$ cat src/rtl/stopwatch_core.sv
// Stopwatch timekeeping core: IDLE/RUN/PAUSE control, sub-second prescaler and
// a 4-digit BCD MM:SS count that wraps 59:59 -> 00:00 with a one-clk overflow pulse.
// Optional lap/display-hold feature is built when STOPWATCH_LAP_HOLD_EN is defined.
module stopwatch_core #(
  parameter int unsigned TICKS_PER_SEC = 100,
  parameter int unsigned PRE_W         = 7
) (
  input  logic       clk,
  input  logic       rst_n,
  input  logic       tick,
  input  logic       start_stop,
  input  logic       clear,
  input  logic       lap,
  output logic [2:0] min_tens,
  output logic [3:0] min_ones,
  output logic [2:0] sec_tens,
  output logic [3:0] sec_ones,
  output logic       running,
  output logic       overflow,
  output logic       disp_held
);

  typedef enum logic [1:0] {StIdle, StRun, StPause} state_e;

  localparam logic [PRE_W-1:0] PreMax = PRE_W'(TICKS_PER_SEC - 1);

  state_e           state_q, state_d;
  logic [PRE_W-1:0] pre_q, pre_d;
  logic [2:0]       min_tens_q, min_tens_d;
  logic [3:0]       min_ones_q, min_ones_d;
  logic [2:0]       sec_tens_q, sec_tens_d;
  logic [3:0]       sec_ones_q, sec_ones_d;
  logic             ovf_q, ovf_d;
  logic             advance;

  // State, prescaler, digits and overflow pulse registers.
  always_ff @(posedge clk or negedge rst_n) begin
    if (!rst_n) begin
      state_q    <= StIdle;
      pre_q      <= '0;
      min_tens_q <= '0;
      min_ones_q <= '0;
      sec_tens_q <= '0;
      sec_ones_q <= '0;
      ovf_q      <= 1'b0;
    end else begin
      state_q    <= state_d;
      pre_q      <= pre_d;
      min_tens_q <= min_tens_d;
      min_ones_q <= min_ones_d;
      sec_tens_q <= sec_tens_d;
      sec_ones_q <= sec_ones_d;
      ovf_q      <= ovf_d;
    end
  end

  // Next-state: FSM transitions, prescaler counting and the BCD carry chain.
  always_comb begin
    state_d    = state_q;
    pre_d      = pre_q;
    min_tens_d = min_tens_q;
    min_ones_d = min_ones_q;
    sec_tens_d = sec_tens_q;
    sec_ones_d = sec_ones_q;
    ovf_d      = 1'b0;
    advance    = 1'b0;

    unique case (state_q)
      StIdle: begin
        // Count is already zero here, so clear has nothing to do.
        if (start_stop) state_d = StRun;
      end
      StRun: begin
        // A tick coincident with start_stop is still counted before pausing.
        if (tick) begin
          if (pre_q == PreMax) begin
            pre_d   = '0;
            advance = 1'b1;
          end else begin
            pre_d = pre_q + 1'b1;
          end
        end
        if (start_stop) state_d = StPause;
      end
      StPause: begin
        // clear has priority over start_stop when both arrive together.
        if (clear) begin
          state_d    = StIdle;
          pre_d      = '0;
          min_tens_d = '0;
          min_ones_d = '0;
          sec_tens_d = '0;
          sec_ones_d = '0;
        end else if (start_stop) begin
          state_d = StRun;
        end
      end
      default: state_d = StIdle;
    endcase

    if (advance) begin
      if (sec_ones_q == 4'd9) begin
        sec_ones_d = 4'd0;
        if (sec_tens_q == 3'd5) begin
          sec_tens_d = 3'd0;
          if (min_ones_q == 4'd9) begin
            min_ones_d = 4'd0;
            if (min_tens_q == 3'd5) begin
              min_tens_d = 3'd0;
              ovf_d      = 1'b1;
            end else begin
              min_tens_d = min_tens_q + 3'd1;
            end
          end else begin
            min_ones_d = min_ones_q + 4'd1;
          end
        end else begin
          sec_tens_d = sec_tens_q + 3'd1;
        end
      end else begin
        sec_ones_d = sec_ones_q + 4'd1;
      end
    end
  end

  assign running  = (state_q == StRun);
  assign overflow = ovf_q;

`ifdef STOPWATCH_LAP_HOLD_EN
  logic       held_q, held_d;
  logic [2:0] hold_min_tens_q, hold_min_tens_d;
  logic [3:0] hold_min_ones_q, hold_min_ones_d;
  logic [2:0] hold_sec_tens_q, hold_sec_tens_d;
  logic [3:0] hold_sec_ones_q, hold_sec_ones_d;

  // Display-hold flag and snapshot registers.
  always_ff @(posedge clk or negedge rst_n) begin
    if (!rst_n) begin
      held_q          <= 1'b0;
      hold_min_tens_q <= '0;
      hold_min_ones_q <= '0;
      hold_sec_tens_q <= '0;
      hold_sec_ones_q <= '0;
    end else begin
      held_q          <= held_d;
      hold_min_tens_q <= hold_min_tens_d;
      hold_min_ones_q <= hold_min_ones_d;
      hold_sec_tens_q <= hold_sec_tens_d;
      hold_sec_ones_q <= hold_sec_ones_d;
    end
  end

  // Lap toggles the hold in RUN; pausing or an accepted clear always releases it.
  always_comb begin
    held_d          = held_q;
    hold_min_tens_d = hold_min_tens_q;
    hold_min_ones_d = hold_min_ones_q;
    hold_sec_tens_d = hold_sec_tens_q;
    hold_sec_ones_d = hold_sec_ones_q;
    if (state_q == StRun) begin
      if (start_stop) begin
        held_d = 1'b0;
      end else if (lap) begin
        if (held_q) begin
          held_d = 1'b0;
        end else begin
          // Snapshot the count as currently displayed, before this cycle's tick.
          held_d          = 1'b1;
          hold_min_tens_d = min_tens_q;
          hold_min_ones_d = min_ones_q;
          hold_sec_tens_d = sec_tens_q;
          hold_sec_ones_d = sec_ones_q;
        end
      end
    end else if (state_q == StPause && clear) begin
      held_d = 1'b0;
    end
  end

  assign disp_held = held_q;
  assign min_tens  = held_q ? hold_min_tens_q : min_tens_q;
  assign min_ones  = held_q ? hold_min_ones_q : min_ones_q;
  assign sec_tens  = held_q ? hold_sec_tens_q : sec_tens_q;
  assign sec_ones  = held_q ? hold_sec_ones_q : sec_ones_q;
`else
  logic unused_lap;
  assign unused_lap = lap;
  assign disp_held  = 1'b0;
  assign min_tens   = min_tens_q;
  assign min_ones   = min_ones_q;
  assign sec_tens   = sec_tens_q;
  assign sec_ones   = sec_ones_q;
`endif

endmodule

$ cat config.mk
export PLATFORM = sky130hd
export DESIGN_NAME = stopwatch_core
export DESIGN_NICKNAME = d
export VERILOG_FILES = /design/src/rtl/stopwatch_core.sv
export SDC_FILE = /design/constraint.sdc
export NUM_CORES = 1
export LEC_CHECK = 0
export ABC_AREA = 1
export CAP_MARGIN = 30
export CORE_UTILIZATION = 52
export DETAILED_ROUTE_END_ITERATION = 16
export PLACE_DENSITY_LB_ADDON = 0.08
export SLEW_MARGIN = 10
export SYNTH_ARGS = -nofsm -noshare
export SYNTH_HDL_FRONTEND = slang
export SYNTH_SLANG_ARGS = --single-unit
$ cat constraint.sdc
create_clock -name clk -period 2.49 [get_ports clk]
set_input_delay 0.498 -clock clk [delete_from_list [all_inputs] [get_ports clk]]
set_output_delay 0.498 -clock clk [all_outputs]
set_load 0.05 [all_outputs]
-- After elaboration in Yosys (flattened, before gate mapping)
Index checks and enable logic that the tools add are counted.
- word-level logic and storage cells: 66
- output and inout port bits: 17
- register bits after elaboration: 24
- add/subtract/negate cells: 5
- muxes and demuxes: 38
- reductions and logical operators: 6
- eq/ne operators: 10
- operators by type and width (operator ; count):
    2-to-1 mux 4 bit ; 10
    2-to-1 mux 3 bit ; 12
    2-to-1 mux 7 bit ; 3
    one-hot mux 7 bit (2 select lines) ; 1
    adder 4 x 1 -> 4 bit (second input constant) ; 2
    equality test 4 bit (second input constant) ; 2
    2-to-1 mux 1 bit ; 8
    adder 7 x 1 -> 7 bit (second input constant) ; 1
    equality test 7 bit (second input constant) ; 1
    adder 3 x 1 -> 3 bit (second input constant) ; 2
    equality test 3 bit (second input constant) ; 2
    2-to-1 mux 2 bit ; 3
    inequality test 2 bit (second input constant) ; 3
    one-hot mux 2 bit (3 select lines) ; 1
    nonzero test 2 bit ; 3
    AND reduction 3 bit ; 1
    equality test 2 x 1 -> 1 bit (second input constant) ; 1
    equality test 2 bit (second input constant) ; 1
    logical NOT 2 bit ; 1
    AND reduction 2 bit ; 1

-- Depth between registers and ports, before layout
- depth after elaboration: 6
- mapped depth: 9
- mapped depth without buffers: 9

-- Least setup slack after synthesis
No wires, ideal clock.
- path kind: register -> register
- start point: register sec_ones_q[0] (netlist: sec_ones[0])
- end point: register min_ones_q[0] (netlist: min_ones[0])
- arrival: 1550 ps
- path buffers: 0
- setup time: 149 ps
- slack: 792 ps
- stages on the path, launching flop included: 7
- cell sequence: dfrtp_1 > ha_1 > nand3_1 > nor2_2 > nand3_4 > nand3_1 > o21ai_0
- word-level cells in the longest chain between the ends: 3
- ends and longest elaborated chain (item ; line ; source):
    start: declaration ; 32 ; logic [3:0] sec_ones_q, sec_ones_d;
    start signal: assignment ; 52 ; sec_ones_q <= sec_ones_d;
    equality test 4 bit ; 102 ; if (sec_ones_q == 4'd9) begin
    2-to-1 mux 4 bit ; 102 ;
    2-to-1 mux 4 bit ; 101 ; if (advance) begin
    named net min_ones_d[0] ; 30 ; logic [3:0] min_ones_q, min_ones_d;
    end signal: assignment ; 50 ; min_ones_q <= min_ones_d;
    end: declaration ; 30 ;
The timed path passes the listed nets, and every way through them passes these cells.
A chain may end at the register's enable or synchronous reset.

-- Worst setup path in the final report
- start point: register state_q[1]
- end point: output port running
- word-level cells in the longest chain between the ends: 1
- ends and longest elaborated chain (item ; line ; source):
    start: declaration ; 27 ; state_e state_q, state_d;
    start signal: assignment ; 39 ; state_q <= StIdle;
    start signal: assignment ; 47 ; state_q <= state_d;
    equality test 2 x 1 -> 1 bit ; 126 ; assign running = (state_q == StRun);
    end: declaration ; 18 ; output logic running,
No other way between the ends.

==> results.cfg <==
[critical_path]
timing.critical_path.to_type = primary output
slowest_delay_ns = 0.82
cp_cell_sequence = nor2_4, clkdlybuf4s50_1
startpoint_type = flop
crit_start = state_q[1]
timing.critical_path.slowest_stage_cell = clkdlybuf4s50_1
worst_r2r_startpoint = pre_q[1]
maximum_net_fanout_on_the_critical_path = 5
worst_path_required_ns = 1.99
worst-setup-path-type = reg2out
worst-endpoint-arrival_ns = 1.76

[placed_design]
number_of_port_buffers = 20
dpl_cell_area_um2 = 1600
routabilityCongestion = 0.806
dp.final_hpwl_um = 2040

[yosys]
synthesis.area_um2 = 1370
synth-xor-area-share_pct = 1.28
edff_count_synth = 0
yosysWarningCount = 0
yosys.cell_types.count = 29
synth_ff_type = dfrtp_1
synth_area_in_compound_gates_pct = 8.16
synth-adder-area-share_pct = 2.75
combinational_family_with_the_most_area_after_synthesis = simple AND/OR/NAND/NOR gates
netlist_instances = 178
flop_and_latch_count_out_of_synthesis = 24
synth_mux_area_share_pct = 0
seq_area_frac_synth_pct = 44.0
synth_simple_gate_area_share_pct = 35.3
syn-mean-instance-area_um2 = 7.67
synth_async_reset_ratio_pct = 100
syn_nets = 187

[clocking]
post_cts_buffers = 0
cts_inserted_buffers = 3
tritoncts = done
cts.sinks = 24
htree_levels = 1
max-clock-path-buffers = 2
ctsResizeCount = 0
post_cts_hold_buffer_count = 0
insertion_delay_ns = 0.31
clk_transition_reported_paths_ns = 0.13
ctsRootBufferMaster = clkbuf_4

[die]
die_width_um = 53.2
core_area_um2 = 2480
std_cell_rows = 18
die-height_um = 53.2
start_util_pct = 55.1
io_pins = 23
die-area_um2 = 2830

[detailed_routing]
drt-pass1-iter-count = 4
wl_per_cell_um = 11.7
avgViaCountPerCell = 5.12
drt-total-wl_um = 2700
vias = 1183
drtAntennaViolNets = 0
detailedRoute.firstIterationViolations = 24
detail_route.drc_violations = 0

[hold_path]
holdCritPathClass = in2async

[global_routing]
global_route.overflow_total = 0
maximum_number_of_pins_on_one_net_before_global_route_repair = 25
grt_pass1_vias = 1081
grt_pass1_wl_um = 4510
globalRouteTotalUtil_pct = 21.7
antenna_violations_before_repair = 0

[run_status]
outcome = complete, no violations

[power_and_ir_drop]
seq_power_share_pct = 53.0
power.ir.vdd_worst_v = 0.000325
power.combinational.fraction_pct = 25.9
p_int_uw = 627
static-leakage-power_nw = 0.793
net-switching-power_uw = 342
power.total_uw = 969
power_density_nw_per_um2 = 594
p_sw_share_pct = 35.3
p_clk_share_pct = 21.1

[timing]
fin_crit_sh_pct = 90.5
highest_achievable_clock_rate_mhz = 444
grt_setup_unrepaired = no
setup-violations-final = 0
fin_crit_ns = 2.25
finalClockSkew_ns = 0.00531
worst-slew-pin-transition_ns = 0.512
final_max_slew_viol_count = 0
timing.slew.headroom_pct = 65.7
hold_viol = 0
setup_tns_ns = 0

[layout]
areaGrowthSynthToFinish_pct = 19.5
antennaDiodeCount = 0
number_of_fill_cells = 228
utilization_pct = 65.9
multi_input_logic_area_um2 = 652
postLayoutCellArea_um2 = 1630
drive_gt1_share_pct = 9.45
nets = 211
seq_area_um2 = 601

[job]
maxCapViolCount = 0
-- state kept, by name, summed over array words and instances, names as in the netlist --
signal    flops
min_ones      4
min_tens      3
overflow      1
pre_q         7
sec_ones      4
sec_tens      3
state_q       2
-- placed cells by master (no fill, tap or decap), types with 2 or more instances in the layout --
cell,synthesis,layout
a21oi_1,4,4
buf_4,1,2
clkbuf_4,0,3
clkdlybuf4s50_1,0,20
dfrtp_1,24,24
ha_1,3,3
inv_1,22,22
nand2_1,50,50
nand3_1,24,24
nand3_2,2,2
nand4_1,2,2
nor2_1,13,13
nor2_2,2,2
nor2_4,3,3
o21ai_0,6,6
o21ai_1,6,6
o31ai_1,2,2
-- cells by family after synthesis --
| kind of cell | after synthesis |
|---|---|
| and+or+nand+nor | 101 |
| buffers and inverters | 27 |
| DFF | 24 |
| AOI/OAI and AO/OA | 20 |
| adders and majority gates | 3 |
| xor gates and xnor gates | 2 |
| other | 1 |
-- critical path: cells and delay by family (launching register included) --
family | cells | cell delay [ns]
buffers and inverters | 1 | 0.82
AND/OR/NAND/NOR | 1 | 0.17
flip-flops | 1 | 0.46
-- layer usage --
layer,vias to the layer above,wire [um],share of wire [%],global-route usage (%)
met1,550,1300,48,28.1
met3,2,69,2.6,3.16
met2,16,1310,49,37.3
li1,615,-,-,-
met4,0,15,0.56,5.70
met5,-,0,0,0
-- layout make-up --
class	instances	share of cell area, %
clock buffer	4	2.22
inverter	24	5.52
multi-input combinational	127	40.0
sequential	24	36.8
tap	30	2.30
timing repair buffer	22	13.2
-- through the flow --
step	setup slack [ns]	std cells	hold slack [ns]
after floorplan	0.792	178	0.202
after CTS	0.223	231	0.524
after detailed placement	0.586	227	0.510
after global routing	0.164	231	0.555
final	0.237	231	0.524
after global placement	0.608	227	0.480
-- synthesized netlist by cell type, types with 2 or more instances --
cell	count	area share, %
nand4_1	2	0.92
dfrtp_1	24	44
inv_1	22	6.0
nor2_2	2	0.92
ha_1	3	2.8
o21ai_1	6	2.2
nand3_1	24	8.8
o21ai_0	6	2.2
nand3_2	2	1.5
nand2_1	50	14
nor2_4	3	2.5
a21oi_1	4	1.5
nor2_1	13	3.6
o31ai_1	2	1.1
-- worst paths after layout --
check / cells past startpoint / to / slack (ns)
min in group clk: 1 / overflow / 0.52
worst max-delay path: 2 / running / 0.24
worst min-delay path: 2 / pre_q[6] / 0.52
worst min register to register: 1 / overflow / 0.52
max in group asynchronous: 2 / min_tens[2] / 1.72
worst max register to register: 9 / sec_tens[2] / 0.98
-- power by group through the flow --
stage | logic (mW) | registers, mW | clock network (mW)
3_3_place_gp | 0.242 | 0.517 | 0
2_1_floorplan | 0.199 | 0.507 | 0
6_report | 0.251 | 0.514 | 0.204
5_1_grt | 0.290 | 0.525 | 0.230
4_1_cts | 0.254 | 0.512 | 0.214
3_5_place_dp | 0.253 | 0.520 | 0
Power figures use the tool's default switching activity.
